`src/rtl/dm_port_arbiter.sv`:
```
// Shares the single-port data memory between the CPU MEM stage and an external
// loader/debug port; CPU has priority, external port is protected from starvation.
module dm_port_arbiter #(
  parameter int unsigned STARVE_LIMIT = 8
) (
  input  logic       clk,
  input  logic       rst,
  input  logic       cpu_req,
  input  logic       cpu_we,
  input  logic [7:0] cpu_addr,
  input  logic [7:0] cpu_wdata,
  output logic       cpu_stall,
  output logic [7:0] cpu_rdata,
  output logic       cpu_rvalid,
  input  logic       ext_req,
  input  logic       ext_we,
  input  logic [7:0] ext_addr,
  input  logic [7:0] ext_wdata,
  output logic       ext_gnt,
  output logic [7:0] ext_rdata,
  output logic       ext_rvalid,
  output logic       mem_en,
  output logic       mem_we,
  output logic [7:0] mem_addr,
  output logic [7:0] mem_wdata,
  input  logic [7:0] mem_rdata
);

  localparam int unsigned CNT_W = 4;
  localparam logic [CNT_W-1:0] LIMIT = CNT_W'(STARVE_LIMIT);

  typedef enum logic [1:0] {
    OWN_NONE = 2'd0,
    OWN_CPU  = 2'd1,
    OWN_EXT  = 2'd2
  } rd_owner_t;

  rd_owner_t        rd_owner, rd_owner_nxt;
  logic [CNT_W-1:0] starve_cnt, starve_cnt_nxt;
  logic             cpu_win, ext_win;

  // State register: read-return owner and external wait counter
  always_ff @(posedge clk) begin
    if (rst) begin
      rd_owner   <= OWN_NONE;
      starve_cnt <= '0;
    end else begin
      rd_owner   <= rd_owner_nxt;
      starve_cnt <= starve_cnt_nxt;
    end
  end

  // Grant decision, memory drive and next-state logic
  always_comb begin
    cpu_win        = 1'b0;
    ext_win        = 1'b0;
    mem_en         = 1'b0;
    mem_we         = 1'b0;
    mem_addr       = '0;
    mem_wdata      = '0;
    rd_owner_nxt   = OWN_NONE;
    starve_cnt_nxt = '0;

    if (!rst) begin
      if (cpu_req && !(ext_req && (starve_cnt == LIMIT))) begin
        cpu_win = 1'b1;
      end else if (ext_req) begin
        ext_win = 1'b1;
      end
    end

    if (cpu_win) begin
      mem_en    = 1'b1;
      mem_we    = cpu_we;
      mem_addr  = cpu_addr;
      mem_wdata = cpu_wdata;
      if (!cpu_we) rd_owner_nxt = OWN_CPU;
    end else if (ext_win) begin
      mem_en    = 1'b1;
      mem_we    = ext_we;
      mem_addr  = ext_addr;
      mem_wdata = ext_wdata;
      if (!ext_we) rd_owner_nxt = OWN_EXT;
    end

    // Saturating count of consecutive denied external cycles
    if (ext_req && !ext_win) begin
      starve_cnt_nxt = (starve_cnt == LIMIT) ? starve_cnt : CNT_W'(starve_cnt + 1'b1);
    end
  end

  assign cpu_stall  = cpu_req & ~cpu_win & ~rst;
  assign ext_gnt    = ext_win;

  // A read in flight when rst rises is dropped immediately, not one cycle late
  assign cpu_rvalid = (rd_owner == OWN_CPU) & ~rst;
  assign ext_rvalid = (rd_owner == OWN_EXT) & ~rst;
  assign cpu_rdata  = mem_rdata;
  assign ext_rdata  = mem_rdata;

endmodule

```
`config.mk`:
```
export PLATFORM = sky130hd
export DESIGN_NAME = dm_port_arbiter
export DESIGN_NICKNAME = d
export VERILOG_FILES = /design/src/rtl/dm_port_arbiter.sv
export SDC_FILE = /design/constraint.sdc
export NUM_CORES = 1
export LEC_CHECK = 0
export ABC_CLOCK_PERIOD_IN_PS = 1950
export BUFFER_PORTS_ARGS = -buffer_cell sky130_fd_sc_hd__buf_2
export CAP_MARGIN = 20
export CORE_UTILIZATION = 30
export CTS_CLUSTER_SIZE = 16
export DETAILED_ROUTE_END_ITERATION = 12
export PLACE_DENSITY_LB_ADDON = 0.2
export SLEW_MARGIN = 20
export SYNTH_ARGS = -nofsm -noshare
export SYNTH_HDL_FRONTEND = slang
export SYNTH_SLANG_ARGS = --single-unit
```
`constraint.sdc`:
```
create_clock -name clk -period 1.95 [get_ports clk]
set_clock_uncertainty 0.1 [all_clocks]
set_input_delay 0.195 -clock clk [delete_from_list [all_inputs] [get_ports clk]]
set_output_delay 0.195 -clock clk [all_outputs]
set_load 0.1 [all_outputs]
```
# ---- Word level (Yosys, flattened, before mapping)
# Cells that the tools add are included.
dict set report totals {
  input_bits 46
  word_cells 36
  output_inout_bits 38
  reg_bits 6
}
dict set report op_classes {
  bitwise_logic 7
  reduce_logical 6
  add_sub_neg 1
  n_mux 17
  eq_ne 3
}
# cell count
set op_table {}
lappend op_table {{8-bit two-way mux} 4}
lappend op_table {{1-bit two-way mux} 10}
lappend op_table {{2-bit two-way mux} 3}
lappend op_table {{4-bit by 1-bit adder with 4-bit output, second input constant} 1}
lappend op_table {{1-bit AND} 4}
lappend op_table {{4-bit == test, second input constant} 1}
lappend op_table {{1-bit logical AND} 3}
lappend op_table {{1-bit NOT} 3}
lappend op_table {{2-bit by 1-bit == test with 1-bit output, second input constant} 1}
lappend op_table {{2-bit == test, second input constant} 1}
lappend op_table {{1-bit zero test} 2}
lappend op_table {{2-bit OR reduction} 1}

# ---- Logic depth before layout (Yosys ltp)
dict set report depth {
  depth_word 10
  depth_mapped 6
}

# ---- Worst setup path before layout
# No wires, ideal clock.
dict set report synth_timing {
  path_type {register to output}
  startpoint {register rd_owner[0]}
  endpoint {output cpu_rvalid}
  stages_incl_launch_ff 2
  n_path_buf 0
  arrival_ns 2.491
  slack_ns -0.836
  cell_sequence {dfxtp_1 nor3b_1}
}
dict set report synth_between {
  elab_chain_len 2
}
# element line_no
set synth_rtl {}
lappend synth_rtl {{start, declared} 38} ;# rd_owner_t rd_owner, rd_owner_nxt;
lappend synth_rtl {{start signal, assigned} 48} ;# rd_owner <= rd_owner_nxt;
lappend synth_rtl {{2-bit by 1-bit == test with 1-bit output} 96} ;# assign cpu_rvalid = (rd_owner == OWN_CPU) & ~rst;
lappend synth_rtl {{1-bit AND} 96}
lappend synth_rtl {{end, declared} 14} ;# output logic cpu_rvalid,
# No other way between the ends.

# ---- Worst setup path after layout
dict set report layout_timing {
  startpoint {register starve_cnt[1]}
  endpoint {output mem_addr[3]}
}
dict set report layout_between {
  elab_chain_len 8
}
# element line_no
set layout_rtl {}
lappend layout_rtl {{start, declared} 39} ;# logic [CNT_W-1:0] starve_cnt, starve_cnt_nxt;
lappend layout_rtl {{start signal, assigned} 49} ;# starve_cnt <= starve_cnt_nxt;
lappend layout_rtl {{4-bit == test (*)} 65} ;# if (cpu_req && !(ext_req && (starve_cnt == LIMIT))) begin
lappend layout_rtl {{1-bit logical AND (*)} 65}
lappend layout_rtl {{1-bit zero test (*)} 65}
lappend layout_rtl {{1-bit logical AND (*)} 65}
lappend layout_rtl {{1-bit two-way mux} 65}
lappend layout_rtl {{1-bit two-way mux} 64} ;# if (!rst) begin
lappend layout_rtl {{8-bit two-way mux} 78} ;# end else if (ext_win) begin
lappend layout_rtl {{8-bit two-way mux (*)} 72} ;# if (cpu_win) begin
lappend layout_rtl {{end, declared} 24} ;# output logic [7:0] mem_addr,
# Mark *: on every way between the ends. The rest lies on a longest branch, timed or not.

==> reports/metrics.yaml <==
status: "finished, violations left"
violations: "negative setup slack"
firstDrtPassIters: 4
cp_max_fo: 5
cpMostUsedCell: "buf_12"
r2r-start: "starve_cnt[1]"
std_cell_rows: 16
htreeDepth: 1
period_minus_slack_ps: 1970
ys_ff_latch: 6
synth_top_cell_area_share_pct: 19.4
worstSetupEndpointType: "output port"
hold_path.class: "input port to flip-flop"
clkLatencyLatePin_ps: 230
antenna_found_initial: 0
rsz0062_at_grt: "yes"
synth_area_leaders: "dfxtp_1, buf_4, a22o_2"
syn-num-nets: 115
p_leak_uw: 0.000670
drive_gt1_share_pct: 80.5
cts_sinks: 6
placed_cells: 137
fillCellCount: 146
setup_viol: 9
fp.dieW_um: 47.4
drc: 0
area_growth_pct: 119
synth.distinct_cells: 20
crit_chain: "inv_2 -> ha_4 -> and3b_2 -> a21oi_4 -> buf_6 -> buf_12 -> a22o_4 -> buf_12"
antennaDiodeCount: 0
core-area_um2: 1940
tightest_slew_ps: 486
clock.fmax_mhz: 507
track_usage_pct: 16.2
setup_slack_ps: -23.7
finalMaxSlewViolations: 0
cts_tree: "built"
crit_buf_inv: 4
fp.dieH_um: 47.4
grt_overflow_total: 0
period_share_pct: 101
cpLargestDelayFamily: "buffers and inverters"
cts_made_buffers: 3
wirelength_um: 1820
ys_seq_area_share_pct: 19.4
syn_area_per_cell_um2: 9.23
ant_nets: 0
clk_pin_slew_ps: 40
via_count: 663
place_ws_ps: 96.4
holdWs_ps: 170
vias_per_cell: 4.57
ir_worst_vdd_mv: 0.375
critPathSlowestCell: "dfxtp_2"
dieArea_um2: 2250
power_density_nw_per_um2: 488
fin_util_pct: 69.8
globalplace.congestion: 0.780
crit_path_start_kind: "flip-flop"
max_slew_margin_pct: 67.8
worstSetupPathType: "flip-flop to output port"
nets: 168
hold_viol_final: 0
hp-start: "ext_we"
yosysWarnings: 0
grt_pass1_vias: 583
drt_iter0_drc: 7
fin_cells: 145
ioPinCount: 84
synth_top_cell_by_area: "dfxtp_1"
io_buffers: 59
start_util_pct: 31.8
netlist_area_um2: 618
max_stage_delay_ps: 310
wire_per_inst_um: 12.5
cts_max_path_buffers: 2
grt_first_pass_wirelength_um: 2520
grt_max_degree: 20
cts_root_buf: "clkbuf_4"
maxCapViolCount: 0
cp.required_ps: 1650
synth_cells: 67
cp-startpoint: "starve_cnt[1]"
critPathArrivalTime_ps: 1680
cells in the mapped netlist:
master and n:
a22o_1 8, nand3_1 2, nor2_1 6, and2b_1 2, a21oi_4 1, dfxtp_1 6, ha_1 2, nor2b_4 1
and3b_2 1, a21boi_4 1, xnor2_1 1, buf_4 16, xor2_1 1, and3_1 1, buf_6 2, nand3b_1 1
nand2b_1 1, inv_1 3, a22o_2 9, nor3b_1 2
what timing repair did:
action / CTS / global route
hold buffers: 0 / 0
gates cloned: 2 / 0
endpoints found under the setup margin: 17 / 17
resized for setup: 18 / 0
setup buffers: 4 / 0
pin swaps: 20 / 0
registers in the layout, summed over array words and instances, names as in the netlist:
signal      cells
rd_owner        2
starve_cnt      4
layout by cell type, fill, tap and decap left out:
master,n
a21boi_4,1
a21oi_4,1
a22o_4,17
and2b_1,2
and3_1,1
and3b_2,1
buf_12,20
buf_16,1
buf_2,41
buf_4,2
buf_6,2
clkbuf_4,3
dfxtp_1,4
dfxtp_2,2
ha_1,1
ha_4,1
inv_1,1
inv_2,2
nand2b_1,1
nand3_1,2
nand3b_1,1
nor2_1,6
nor2b_4,1
nor3b_1,2
xnor2_1,1
xor2_1,1
layer usage:
metal  global-route usage, %  up-vias  wire (µm)
met3                    5.77        2        184
met4                    10.3        0          4
li1                        -      328          -
met5                       0        -          0
met2                    24.4       43        897
met1                    19.5      290        728
final cells by class:
class | instances | area, µm² | share of cell area, %
clock buffer | 3 | 22.5 | 1.66
inverter | 3 | 11.3 | 0.831
multi-input combinational | 40 | 494 | 36.5
sequential | 6 | 123 | 9.05
tap | 27 | 33.8 | 2.49
timing repair buffer | 66 | 671 | 49.5
path summary, 6_finish.rpt:
check | to | slack [ps] | depth (start not counted)
worst min register to register | starve_cnt[0] | 410 | 2
worst min-delay path | rd_owner[1] | 170 | 2
worst max register to register | rd_owner[0] | 620 | 6
worst max-delay path | mem_addr[3] | -20 | 8
where the power goes:
group / internal, µW / switching (µW) / total, µW
clock: 69.1 / 37.3 / 106
sequential: 126 / 1.48 / 127
combinational: 174 / 253 / 428
cells by family after synthesis:
| family | count (synthesis) | synth area share (%) |
|---|---|---|
| adders and majority gates | 2 | 4.05 |
| AOI/OAI and AO/OA | 19 | 31.6 |
| xor gates and xnor gates | 2 | 2.83 |
| and+or+nand+nor | 17 | 17.2 |
| buffers and inverters | 21 | 24.9 |
| DFF | 6 | 19.4 |
metrics by stage:
| stage | instance area (µm²) | total power [µW] | TNS (ps) |
|---|---|---|---|
| floorplan | 696 | 526 | -1670 |
| global placement | 1190 | 525 | 0 |
| finish | 1360 | 661 | -163 |
| detailed placement | 1190 | 530 | 0 |
| global route | 1360 | 695 | -1110 |
| CTS | 1380 | 676 | -440 |
(Power assumes the default switching activity.)
